## src/rtl/mem_arbiter.sv

```systemverilog
// Two-port arbiter sharing one memory request/response port between instruction
// fetch (port 0) and load/store (port 1); one transaction in flight at a time.
module mem_arbiter #(
  parameter int ADDR_W = 32,
  parameter int DATA_W = 64,
  parameter bit RR_EN  = 1'b1
) (
  input  logic                  clk,
  input  logic                  rst,
  input  logic [ADDR_W-1:0]     req0_addr,
  input  logic [DATA_W-1:0]     req0_wdata,
  input  logic [DATA_W/8-1:0]   req0_wstrb,
  input  logic                  req0_avalid,
  output logic                  req0_aready,
  output logic [DATA_W-1:0]     req0_rdata,
  output logic                  req0_bvalid,
  input  logic                  req0_bready,
  input  logic [ADDR_W-1:0]     req1_addr,
  input  logic [DATA_W-1:0]     req1_wdata,
  input  logic [DATA_W/8-1:0]   req1_wstrb,
  input  logic                  req1_avalid,
  output logic                  req1_aready,
  output logic [DATA_W-1:0]     req1_rdata,
  output logic                  req1_bvalid,
  input  logic                  req1_bready,
  output logic [ADDR_W-1:0]     mem_addr,
  output logic [DATA_W-1:0]     mem_wdata,
  output logic [DATA_W/8-1:0]   mem_wstrb,
  output logic                  mem_avalid,
  input  logic                  mem_aready,
  input  logic [DATA_W-1:0]     mem_rdata,
  input  logic                  mem_bvalid,
  output logic                  mem_bready,
  output logic                  busy
);

  localparam int STRB_W = DATA_W / 8;

  typedef enum logic [1:0] {
    IDLE = 2'd0,
    ADDR = 2'd1,
    RESP = 2'd2
  } state_t;

  state_t              state;
  logic                gnt;
  logic                last_gnt;
  logic [ADDR_W-1:0]   addr_q;
  logic [DATA_W-1:0]   wdata_q;
  logic [STRB_W-1:0]   wstrb_q;

  logic                any_req;
  logic                pick;
  logic                live;
  logic                in_idle;
  logic                in_addr;
  logic                in_resp;

  // On a tie, round-robin favours the port that did not win last time.
  always_comb begin
    any_req = req0_avalid | req1_avalid;
    pick    = 1'b0;
    if (req0_avalid && req1_avalid) begin
      pick = RR_EN ? ~last_gnt : 1'b0;
    end else if (req1_avalid) begin
      pick = 1'b1;
    end
  end

  always_ff @(posedge clk) begin
    if (rst) begin
      state    <= IDLE;
      gnt      <= 1'b0;
      last_gnt <= 1'b1;
      addr_q   <= '0;
      wdata_q  <= '0;
      wstrb_q  <= '0;
    end else begin
      case (state)
        IDLE: begin
          if (any_req) begin
            gnt     <= pick;
            addr_q  <= pick ? req1_addr  : req0_addr;
            wdata_q <= pick ? req1_wdata : req0_wdata;
            wstrb_q <= pick ? req1_wstrb : req0_wstrb;
            state   <= ADDR;
          end
        end
        ADDR: begin
          if (mem_aready) begin
            state <= RESP;
          end
        end
        RESP: begin
          if (mem_bvalid && mem_bready) begin
            last_gnt <= gnt;
            state    <= IDLE;
          end
        end
        default: state <= IDLE;
      endcase
    end
  end

  // Every output is forced quiet while reset is asserted so an abandoned
  // response never leaks through to a requester.
  always_comb begin
    live    = ~rst;
    in_idle = live && (state == IDLE);
    in_addr = live && (state == ADDR);
    in_resp = live && (state == RESP);

    req0_aready = in_idle & any_req & ~pick;
    req1_aready = in_idle & any_req & pick;

    mem_avalid = in_addr;
    mem_addr   = live ? addr_q  : '0;
    mem_wdata  = live ? wdata_q : '0;
    mem_wstrb  = live ? wstrb_q : '0;

    mem_bready  = in_resp & (gnt ? req1_bready : req0_bready);
    req0_bvalid = in_resp & ~gnt & mem_bvalid;
    req1_bvalid = in_resp &  gnt & mem_bvalid;
    req0_rdata  = req0_bvalid ? mem_rdata : '0;
    req1_rdata  = req1_bvalid ? mem_rdata : '0;

    busy = live && (state != IDLE);
  end

endmodule
```

## config.mk

```make
export PLATFORM = sky130hd
export DESIGN_NAME = mem_arbiter
export DESIGN_NICKNAME = d
export VERILOG_FILES = /design/src/rtl/mem_arbiter.sv
export SDC_FILE = /design/constraint.sdc
export NUM_CORES = 1
export LEC_CHECK = 0
export ABC_AREA = 1
export CORE_AREA = 8 8 197 199
export CTS_CLUSTER_DIAMETER = 40
export CTS_CLUSTER_SIZE = 40
export DETAILED_ROUTE_END_ITERATION = 8
export DIE_AREA = 0 0 205 207
export GPL_TIMING_DRIVEN = 0
export HOLD_SLACK_MARGIN = 0.02
export PLACE_DENSITY = 0.6
export SETUP_SLACK_MARGIN = 0.1
export SLEW_MARGIN = 20
export SYNTH_ARGS = -nofsm -noshare
export SYNTH_HDL_FRONTEND = slang
export SYNTH_SLANG_ARGS = --single-unit
```

## constraint.sdc

```tcl
create_clock -name clk -period 4.1 [get_ports clk]
set_clock_uncertainty 0.2 [all_clocks]
set_input_delay 0.615 -clock clk [delete_from_list [all_inputs] [get_ports clk]]
set_output_delay 0.615 -clock clk [all_outputs]
set_load 0.02 [all_outputs]
```

# After elaboration in Yosys (flattened, before gate mapping)
# Index checks and enable logic that the tools add are counted.
[word_totals]
out_inout_bits = 239
register_bits = 108
wordCells = 50
inputBits = 280
[op_classes]
n_mux = 15
n_eq_ne = 5
reduce_logical = 11
bitwise_logic = 13
[op_table]
columns = ["operator", "count"]
rows = [
  ["$mux 64", 4],
  ["$mux 32", 2],
  ["$mux 8", 2],
  ["$and 1x1->1", 8],
  ["$logic_and 1x1->1", 6],
  ["$mux 2", 3],
  ["$ne 2x2->1 const B", 3],
  ["$pmux 2 s3", 1],
  ["$not 1->1", 4],
  ["$reduce_and 2->1", 2],
  ["$mux 1", 3],
  ["$reduce_and 3->1", 1],
  ["$eq 2x1->1 const B", 1],
  ["$eq 2x2->1 const B", 1],
  ["$logic_not 2->1", 1],
  ["$reduce_bool 2->1", 1],
  ["$or 1x1->1", 1],
]

# Logic depth before layout (Yosys ltp)
[logic_depth]
word_depth = 6
depth_mapped = 9
mapped_depth_nobuf = 7

# Worst setup path before layout
# Ideal clock, no wire load.
[synth_timing]
path_type = "in2out"
from = "input rst"
to = "output req1_rdata[10]"
n_path_buf = 2
required_ns = 3.285
stages = 7
arrival_ns = 1.793
path_slack_ns = 1.492
cell_sequence = "buf_2 clkinv_2 nand2_1 nor2_2 inv_2 buf_6 nor2_1"
[synth_between]
elab_chain_len = 5
[synth_rtl]
columns = ["item", "line", "text"]
rows = [
  ["start, declared", "9", "input logic rst,"],
  ["$not 1->1", "108", "live = ~rst;"],
  ["$logic_and 1x1->1", "111", "in_resp = live && (state == RESP);"],
  ["$and 1x1->1 (2 in series)", "123", "req1_bvalid = in_resp & gnt & mem_bvalid;"],
  ["via req1_bvalid", "24", "output logic req1_bvalid,"],
  ["$mux 64", "125", "req1_rdata = req1_bvalid ? mem_rdata : '0;"],
  ["end, declared", "23", "output logic [DATA_W-1:0] req1_rdata,"],
]
# The timed path passes the listed nets, and every way through them passes these cells.

# Final worst setup path
[layout_timing]
from = "input req1_avalid"
to = "output req1_aready"
[layout_between]
elab_chain_len = 3
word_cells_on_any_way = 6
classes_between = "2 x mux; 3 x bitwise; 1 x reduce/logical"
[layout_rtl]
columns = ["item", "line", "text"]
rows = [
  ["start, declared", "21", "input logic req1_avalid,"],
  ["$or 1x1->1 (tied with other cells)", "61", "any_req = req0_avalid | req1_avalid;"],
  ["$and 1x1->1 / $mux 1 (equally long branches)", "114, 63", ""],
  ["$and 1x1->1 *", "114", "req1_aready = in_idle & any_req & pick;"],
  ["end, declared", "22", "output logic req1_aready,"],
]
# Every way passes the cells marked *; elsewhere a longest branch is shown, timed or not.

==> metrics.txt <==
antenna viol nets, final=0; mapped cell area=roughly 0.007 mm²; Yosys warning count=0; drt via density=between 4 and 5; Die Footprint=0.0424 mm²; Pwr Density=245 mW/mm²; Initial DRC Count=between 300 and 400; fraction of layout cells with a size suffix above 1=between 4 and 5%; Unique masters post-synth=21; cell taking the most area after synthesis=dfxtp_1; Hold Fails Final Rpt=0; Setup crit start=req1_avalid; routed wire length=slightly above 40000 µm; via count=9127; Worst Tran Pin Value=609 ps; Nets=roughly 2.1k; worst skew pair latency=approximately 350 ps; CTS buffer count=9; total gr overflow=0; WL/cell=17.9 µm; max-slew violation count=0; largest fanout on the critical path=10; area delta synth->final=88.9%; top achievable clock speed=~280 MHz; run status=complete, no violations; fin crit share=between 80 and 90%; Synth Register Bits=between 100 and 150; min Tclk post-route=3540 ps; CTS Hold Bufs=0; Final Setup Violations=0; Initial Util=between 10% and 20%; Peak supply drop=0.166 mV; CTS Sinks=around 110; top_reg_cell synth=dfxtp_1; worst min path class=reg -> reg; multi-input logic area=0.00351 mm²; post-CTS sizing=0; Syn Nets=1529; die width=~210 µm; I/O Buffers=slightly above 500; Gate Count Post-Synth=between 1k and 1.5k; GR Util All Layers=between 10% and 20%; WP data arrival=around 2700 ps; Post-synth EDFFs=0; storage element area=0.00216 mm²; list of most frequent post-synthesis cells=nand2_1, nor2_1, inv_1; CTS HTree Levels=3; Die Y=between 200 and 250 µm; post-DP HPWL=roughly 35000 µm; FFs w/ async S/R, synth=0%; pin count of the biggest net entering global routing=19; Synth area leaders=dfxtp_1, nand2_1, nor2_1; postcts setup bufs=0; Clock Path Buffers=2; number of I/O pins=~520; drt first pass iters=5; critical path class=in -> out; relative slew slack=~59%; Hold Startpoint=wdata_q[50]$_SDFFE_PP0P_; Synth top area share=a little under a third; Fillers=roughly 4.0k; Crit Reg-Reg Startpoint=state[1]$_SDFFE_PP0P_; first-pass GRT wire length=58100 µm; Data required, critical path=approximately 3300 ps; CTS tree=yes; sequential share of the synthesized area=a little under a third; Critical Path Source Type=input pin; Reg clk slew, reported paths=70 ps; P_leak=6.09 nW; WHS=318 ps; initial antenna violation count=4; number of global-route vias before repair=9487; clk root buf=clkbuf_16; Synth Area per Inst=around 5.4 µm²; Sum Neg Setup Slack=0 ps; GPL Wtd Cong=a little under 0.9; core area=about 0.036 mm²; Rows=70; flop2flop setup slack=2240 ps; drc violations=0; max cap viols=0; RSZ-0062 raised after global routing=false; crit end category=output port; count leader, synth=nand2_1
kinds of logic (layout without fill, tap and decap cells):
group / count (synthesis) / in the layout / synth area share [%]
simple gates: 882 / 882 / 51.3
buf+inv: 256 / 788 / 16.7
compound gates: 3 / 3 / 0.312
other cells: 0 / 4 / 0
flops: 108 / 108 / 31.8
layout by cell type (no fill, tap or decap):
cell and n:
clkinv_4 1, o21ai_0 1, o21ai_2 1, clkbuf_16 9, inv_8 1, clkbuf_1 19, dfxtp_1 108, inv_1 171
buf_1 8, nand2_1 531, nor2_1 226, buf_6 14, o21a_1 1, clkdlybuf4s50_1 517, diode_2 4, clkinv_2 2
nand2_2 1, nand3_1 108, nor3_1 2, buf_2 32, buf_4 7, inv_6 2, nand4_1 1, nor2_2 11
clkbuf_8 1, inv_2 4, nand3_2 1, and2_1 1
critical path, cell delays in order:
cell,delay [ps]
clkdlybuf4s50_1,520
nand2_2,110
inv_2,170
clkbuf_1,420
nand3_1,170
inv_1,80
clkdlybuf4s50_1,630
flip-flops by register name, summed over array words and instances, names as in the netlist:
name and flops:
wstrb_q 8, gnt 1, last_gnt 1, state 2, addr_q 32, wdata_q 64
final timing paths:
check                        endpoint  cells after the start
max                       req1_aready                      7
min          wdata_q[50]$_SDFFE_PP0P_                      4
max reg2reg  wdata_q[37]$_SDFFE_PP0P_                      7
min reg2reg  wdata_q[50]$_SDFFE_PP0P_                      4
per-layer routing:
layer / routed length, µm / share of wire [%] / up-vias / global-route usage [%]
li1: - / - / 4693 / -
met1: 14700 / 36 / 4025 / 17.9
met2: 21200 / 53 / 360 / 34.5
met3: 3120 / 7.7 / 49 / 5.24
met4: 1300 / 3.2 / 0 / 6.80
met5: 0 / 0 / - / 0
metrics by stage:
| step | setup WS (ps) | power, W | instances | cell area (µm²) | util, % |
|---|---|---|---|---|---|
| global route | 428 | 0.00335 | 2253 | 12900 | 35.8 |
| finish | 558 | 0.00315 | 2253 | 12900 | 35.8 |
| detailed placement | 502 | 0.00231 | 2234 | 12600 | 35.0 |
| CTS | 496 | 0.00320 | 2249 | 12800 | 35.8 |
| floorplan | 1490 | 0.00171 | 1249 | 6810 | - |
| global placement | 539 | 0.00230 | 2234 | 12600 | 35.0 |
final cells by class:
| cell class | instances | area share [%] |
|---|---|---|
| antenna | 4 | 0.0778 |
| buffer | 80 | 3.67 |
| clock buffer | 10 | 1.86 |
| clock inverter | 5 | 0.331 |
| inverter | 176 | 5.15 |
| multi-input combinational | 885 | 27.3 |
| sequential | 108 | 16.8 |
| tap | 468 | 4.55 |
| timing repair buffer | 517 | 40.2 |
where the power goes:
part | switching (W) | internal [W] | leakage, nW
combinational | 0.000587 | 0.000508 | 5.06
clock | 0.000437 | 0.000436 | 0.141
sequential | 0.0000272 | 0.00115 | 0.889
total | 0.00105 | 0.00210 | 6.09
Note: power is estimated with default switching activity, not from simulation.
